`src/rtl/fifo_ctrl.sv`:
```
// fifo_ctrl: head/tail/occupancy and request FSM for the 8x32 FIFO register file; strobes one cycle after the sampling edge.
// No backpressure: rejected requests only pulse wr_err/rd_err. Define FIFO_CTRL_ALMOST_FLAGS_EN to add almost_full/almost_empty.
module fifo_ctrl #(
    parameter int DEPTH = 8,
    parameter int AW    = 3
) (
    input  logic          clk,
    input  logic          reset,
    input  logic          wr_en,
    input  logic          rd_en,
    output logic          we,
    output logic [AW-1:0] wAddr,
    output logic          re,
    output logic [AW-1:0] rAddr,
    output logic [AW:0]   data_count,
    output logic          full,
    output logic          empty,
`ifdef FIFO_CTRL_ALMOST_FLAGS_EN
    output logic          almost_full,
    output logic          almost_empty,
`endif
    output logic          wr_ack,
    output logic          wr_err,
    output logic          rd_ack,
    output logic          rd_err
);

    typedef enum logic [2:0] {
        IDLE   = 3'd0,
        WRITE  = 3'd1,
        WR_ERR = 3'd2,
        READ   = 3'd3,
        RD_ERR = 3'd4,
        RDWR   = 3'd5
    } state_t;

    localparam logic [AW:0]   CNT_FULL  = (AW+1)'(DEPTH);
    localparam logic [AW:0]   CNT_AFULL = (AW+1)'(DEPTH - 1);
    localparam logic [AW:0]   CNT_ONE   = (AW+1)'(1);
    localparam logic [AW-1:0] PTR_ONE   = AW'(1);

    state_t        state_q, state_d;
    logic [AW-1:0] head_q, head_d;
    logic [AW-1:0] tail_q, tail_d;
    logic [AW:0]   count_q, count_d;
    logic          we_q, we_d;
    logic [AW-1:0] waddr_q, waddr_d;
    logic          re_q, re_d;
    logic [AW-1:0] raddr_q, raddr_d;
    logic          wr_ack_q, wr_ack_d;
    logic          wr_err_q, wr_err_d;
    logic          rd_ack_q, rd_ack_d;
    logic          rd_err_q, rd_err_d;
    logic          do_wr, do_rd;

    // full/empty come straight from the registered count so they track it with no extra delay
    assign full  = (count_q == CNT_FULL);
    assign empty = (count_q == '0);

    // State and all registered outputs; reset wins over any request in the same cycle
    always_ff @(posedge clk) begin
        if (reset) begin
            state_q  <= IDLE;
            head_q   <= '0;
            tail_q   <= '0;
            count_q  <= '0;
            we_q     <= 1'b0;
            waddr_q  <= '0;
            re_q     <= 1'b0;
            raddr_q  <= '0;
            wr_ack_q <= 1'b0;
            wr_err_q <= 1'b0;
            rd_ack_q <= 1'b0;
            rd_err_q <= 1'b0;
        end else begin
            state_q  <= state_d;
            head_q   <= head_d;
            tail_q   <= tail_d;
            count_q  <= count_d;
            we_q     <= we_d;
            waddr_q  <= waddr_d;
            re_q     <= re_d;
            raddr_q  <= raddr_d;
            wr_ack_q <= wr_ack_d;
            wr_err_q <= wr_err_d;
            rd_ack_q <= rd_ack_d;
            rd_err_q <= rd_err_d;
        end
    end

    always_comb begin
        state_d = IDLE;
        unique case ({wr_en, rd_en})
            2'b10:   state_d = full  ? WR_ERR : WRITE;
            2'b01:   state_d = empty ? RD_ERR : READ;
            2'b11:   state_d = RDWR;
            default: state_d = IDLE;
        endcase
    end

    // RDWR degrades to a single-sided transfer plus an error pulse at the full/empty boundaries
    always_comb begin
        do_wr    = (state_d == WRITE) || ((state_d == RDWR) && !full);
        do_rd    = (state_d == READ)  || ((state_d == RDWR) && !empty);
        wr_err_d = (state_d == WR_ERR) || ((state_d == RDWR) && full);
        rd_err_d = (state_d == RD_ERR) || ((state_d == RDWR) && empty);
        wr_ack_d = do_wr;
        rd_ack_d = do_rd;
        we_d     = do_wr;
        re_d     = do_rd;
        waddr_d  = do_wr ? tail_q : waddr_q;
        raddr_d  = do_rd ? head_q : raddr_q;
        tail_d   = do_wr ? (tail_q + PTR_ONE) : tail_q;
        head_d   = do_rd ? (head_q + PTR_ONE) : head_q;
        count_d  = count_q;
        unique case ({do_wr, do_rd})
            2'b10:   count_d = count_q + CNT_ONE;
            2'b01:   count_d = count_q - CNT_ONE;
            default: count_d = count_q;
        endcase
    end

    assign we         = we_q;
    assign wAddr      = waddr_q;
    assign re         = re_q;
    assign rAddr      = raddr_q;
    assign data_count = count_q;
    assign wr_ack     = wr_ack_q;
    assign wr_err     = wr_err_q;
    assign rd_ack     = rd_ack_q;
    assign rd_err     = rd_err_q;

`ifdef FIFO_CTRL_ALMOST_FLAGS_EN
    assign almost_full  = !reset && (count_q == CNT_AFULL);
    assign almost_empty = !reset && (count_q == CNT_ONE);
`endif

    a_wr_excl: assert property (@(posedge clk) disable iff (reset) !(wr_ack && wr_err));
    a_rd_excl: assert property (@(posedge clk) disable iff (reset) !(rd_ack && rd_err));
    a_cnt_max: assert property (@(posedge clk) disable iff (reset) count_q <= CNT_FULL);
    a_we_src:  assert property (@(posedge clk) disable iff (reset)
                                we_q |-> (state_q == WRITE || state_q == RDWR));

endmodule

```
`config.mk`:
```
export PLATFORM = sky130hd
export DESIGN_NAME = fifo_ctrl
export DESIGN_NICKNAME = d
export VERILOG_FILES = /design/src/rtl/fifo_ctrl.sv
export SDC_FILE = /design/constraint.sdc
export NUM_CORES = 1
export LEC_CHECK = 0
export CAP_MARGIN = 20
export CORE_ASPECT_RATIO = 0.9
export CORE_MARGIN = 5
export CORE_UTILIZATION = 47
export DETAILED_ROUTE_END_ITERATION = 12
export PLACE_DENSITY = 0.77
export SKIP_CTS_REPAIR_TIMING = 1
export SLEW_MARGIN = 40
export SYNTH_ARGS = -nofsm -noshare
export SYNTH_HDL_FRONTEND = slang
export SYNTH_SLANG_ARGS = --single-unit
```
`constraint.sdc`:
```
create_clock -name clk -period 2.9 [get_ports clk]
set_input_delay 0.435 -clock clk [delete_from_list [all_inputs] [get_ports clk]]
set_output_delay 0.435 -clock clk [all_outputs]
set_load 0.05 [all_outputs]
```
==> results of run 1 <==
metal layers:
metal  share of wire, %  GRT usage, %  wire length, µm  vias up
li1                   -             -                -      358
met1                 46          15.3              805      328
met2                 48          23.7              843       19
met3                5.6          5.46               98        2
met4               0.51          1.19                9        0
met5                  0             0                0        -
cells by family (layout without fill, tap and decap cells):
family                     count (synthesis)  after routing
AOI/OAI and AO/OA                         14             14
xor gates and xnor gates                   7              7
adders and majority gates                  5              5
buffers and inverters                      9             30
DFF                                       20             20
muxes                                      2              2
and+or+nand+nor                           39             39
final cells by class:
cell class,instances,area (µm²),share of cell area [%]
Clock buffer,4,36.3,3.11
Inverter,3,13.8,1.18
Multi-Input combinational cell,67,460,39.4
Sequential cell,20,400,34.3
Tap cell,25,31.3,2.68
Timing Repair Buffer,23,225,19.3
power breakdown:
| part | switching (W) | internal (W) | total [W] |
|---|---|---|---|
| clock network | 0.0000848 | 0.0000766 | 0.000161 |
| registers | 0.0000565 | 0.000329 | 0.000385 |
| logic | 0.000430 | 0.000250 | 0.000679 |
| total | 0.000571 | 0.000655 | 0.00123 |
critical path, cell delays in order (launching register included):
cell	delay, ns
dfxtp_1	0.40
or4b_4	0.66
inv_1	0.08
clkdlybuf4s50_1	0.79
layout by cell type (no fill, tap or decap), types with 2 or more instances in the layout:
master           netlist  final
a21oi_1                7      7
nor2b_1                3      3
clkbuf_4               0      3
dfxtp_1               20     20
nor3b_1                2      2
nand3_1                4      4
nor2_1                 9      9
clkdlybuf4s50_1        0     21
nand2_1               12     12
a21oi_2                4      4
buf_4                  2      2
ha_1                   5      5
or3_1                  2      2
inv_1                  2      2
xor2_1                 6      6
path summary, 6_finish.rpt:
check | startpoint | endpoint | slack (ns) | cells past startpoint
worst min-delay path | rAddr[2] | rAddr[2] | 0.46 | 2
worst max-delay path | data_count[0] | full | 0.24 | 3
worst max register to register | data_count[0] | data_count[3] | 0.35 | 7
worst min register to register | rAddr[2] | rAddr[2] | 0.46 | 2
through the flow:
stage	worst slack, ns	hold slack (ns)	util (%)	instances	total power, W
6_report	0.236	0.461	62.2	142	0.00123
5_1_grt	0.156	0.491	62.2	142	0.00130
4_1_cts	0.227	0.466	62.2	142	0.00123
3_5_place_dp	0.359	0.450	60.3	138	0.00107
3_3_place_gp	0.414	0.446	60.3	138	0.00105
2_1_floorplan	0.241	0.444	-	96	0.000900
flip-flops by register name, summed over array words and instances, names as in the netlist:
register    cells
data_count      4
wAddr           3
rd_err          1
rAddr           3
tail_q          3
head_q          3
rd_ack          1
wr_ack          1
wr_err          1
==> run summary, run 1 <==
Adder-Cell Fraction of Synth Area - 6.85%
CTS Sinks - 20
Rel. slew slack - 66.5%
Die Height - 51.8 µm
Core area - 1880 µm²
Mapped Cells - 96
Nets@finish - 127
Netlist cell types - 31
Sequential area share after synthesis - 43.8%
Fin crit share - 91.9%
Worst-path maximum fanout - 8
Final HPWL DP - 1.30 mm
Final min period - 2.66 ns
Setup crit end kind - output pin
Cts bufs inserted - 3
Share of cells above drive strength 1 - 15.4%
Initial antenna violation count - 0
CTS tree - yes
Area Overhead vs Synth - 27.8%
Fmax - 375 MHz
Largest net degree at the start of global routing - 12
GRT Overall Usage - 13.2%
DIE AREA - 2930 µm²
First-pass GRT wire length - 3.02 mm
Post-synth EDFFs - 0
Clock Pin Slew Worst Setup and Hold Paths - 0.11 ns
Synthesized area per cell - 9.51 µm²
Net Count, Synth - 105
Initial core utilization - 48.7%
Buffers on Ports - 21
Initial drt markers - 10
# diodes - 0
Top post-synthesis cells by area - dfxtp_1, ha_1, xor2_1, nand2_1, a21oi_1
Max rail drop VDD - 0.653 mV
I/O pin cnt - 22
Drt wl/cell - 12.4 µm
Most frequent cell after synthesis - dfxtp_1
Top FF cell, synth - dfxtp_1
Xor/xnor cell area share of the yosys netlist - 6.71%
Yosys warns - 0
Root buf cell - clkbuf_4
Cell row count - 15
Ys async rst share - 0%
Vias - 707
Die X - 56.5 µm
Seq cells post-synth - 20
Vias in the first global route - 699
Netlist Area Pre-Place - 913 µm²
Later-pin clock latency in the skew report - 0.30 ns
CP Data Arrival Time - 2.23 ns
Worst hold path type - reg2reg
DP Area - 1130 µm²
Clk_skew - 0.00315 ns
DRT Pass-1 Iters - 4
Yosys top cell area share - 43.8%
Number of fill cells - 162
Cell taking the most area after synthesis - dfxtp_1
TNS Setup - 0 ns
Synth Area in Compound Gates - 9.86%
Setup CP Type - reg2out
Simple-gate share of the synthesized area - 24.7%
Gp weighted congestion - 0.740
Required time of the critical path - 2.47 ns
Synth top cells by count - dfxtp_1, nand2_1, nor2_1
Slew @ Worst Pin - 0.501 ns
Largest family of logic cells by synthesized area - simple AND/OR/NAND/NOR gates
Post-Layout Inst Area - 1170 µm²
PwrDens - 1050 nW/µm²
Remaining DRCs - 0
Vias per cell - 4.98
Maximum Capacitance Violations - 0
H-tree depth - 1
Post-synthesis mux area share - 2.33%
Post-Route WL - 1.76 mm
Grt total ovfl - 0
Clock Path Buffers - 2
Max-slew violation count - 0
Leakage - 0.465 nW
Startpoint Class - flop
RSZ-0062 raised after global routing - false
Setup violators final - 0
Fin. Hold Viols - 0
Status - finished clean
Routed Antenna Nets - 0
No activity file was read; power rests on OpenSTA's default activity.
==> inputs of run 2 (changes only) <==
--- a/config.mk
+++ b/config.mk
@@ -5,6 +5,7 @@
 export SDC_FILE = /design/constraint.sdc
 export NUM_CORES = 1
 export LEC_CHECK = 0
+export ABC_CLOCK_PERIOD_IN_PS = 2900
 export CAP_MARGIN = 20
 export CORE_ASPECT_RATIO = 0.9
 export CORE_MARGIN = 5
@@ -12,6 +13,7 @@
 export DETAILED_ROUTE_END_ITERATION = 12
 export PLACE_DENSITY = 0.77
 export SKIP_CTS_REPAIR_TIMING = 1
+export SKIP_LAST_GASP = 1
 export SLEW_MARGIN = 40
 export SYNTH_ARGS = -nofsm -noshare
 export SYNTH_HDL_FRONTEND = slang
==> results of run 2 <==
No change in the layout: final DEF, timing and power equal those of run 1.
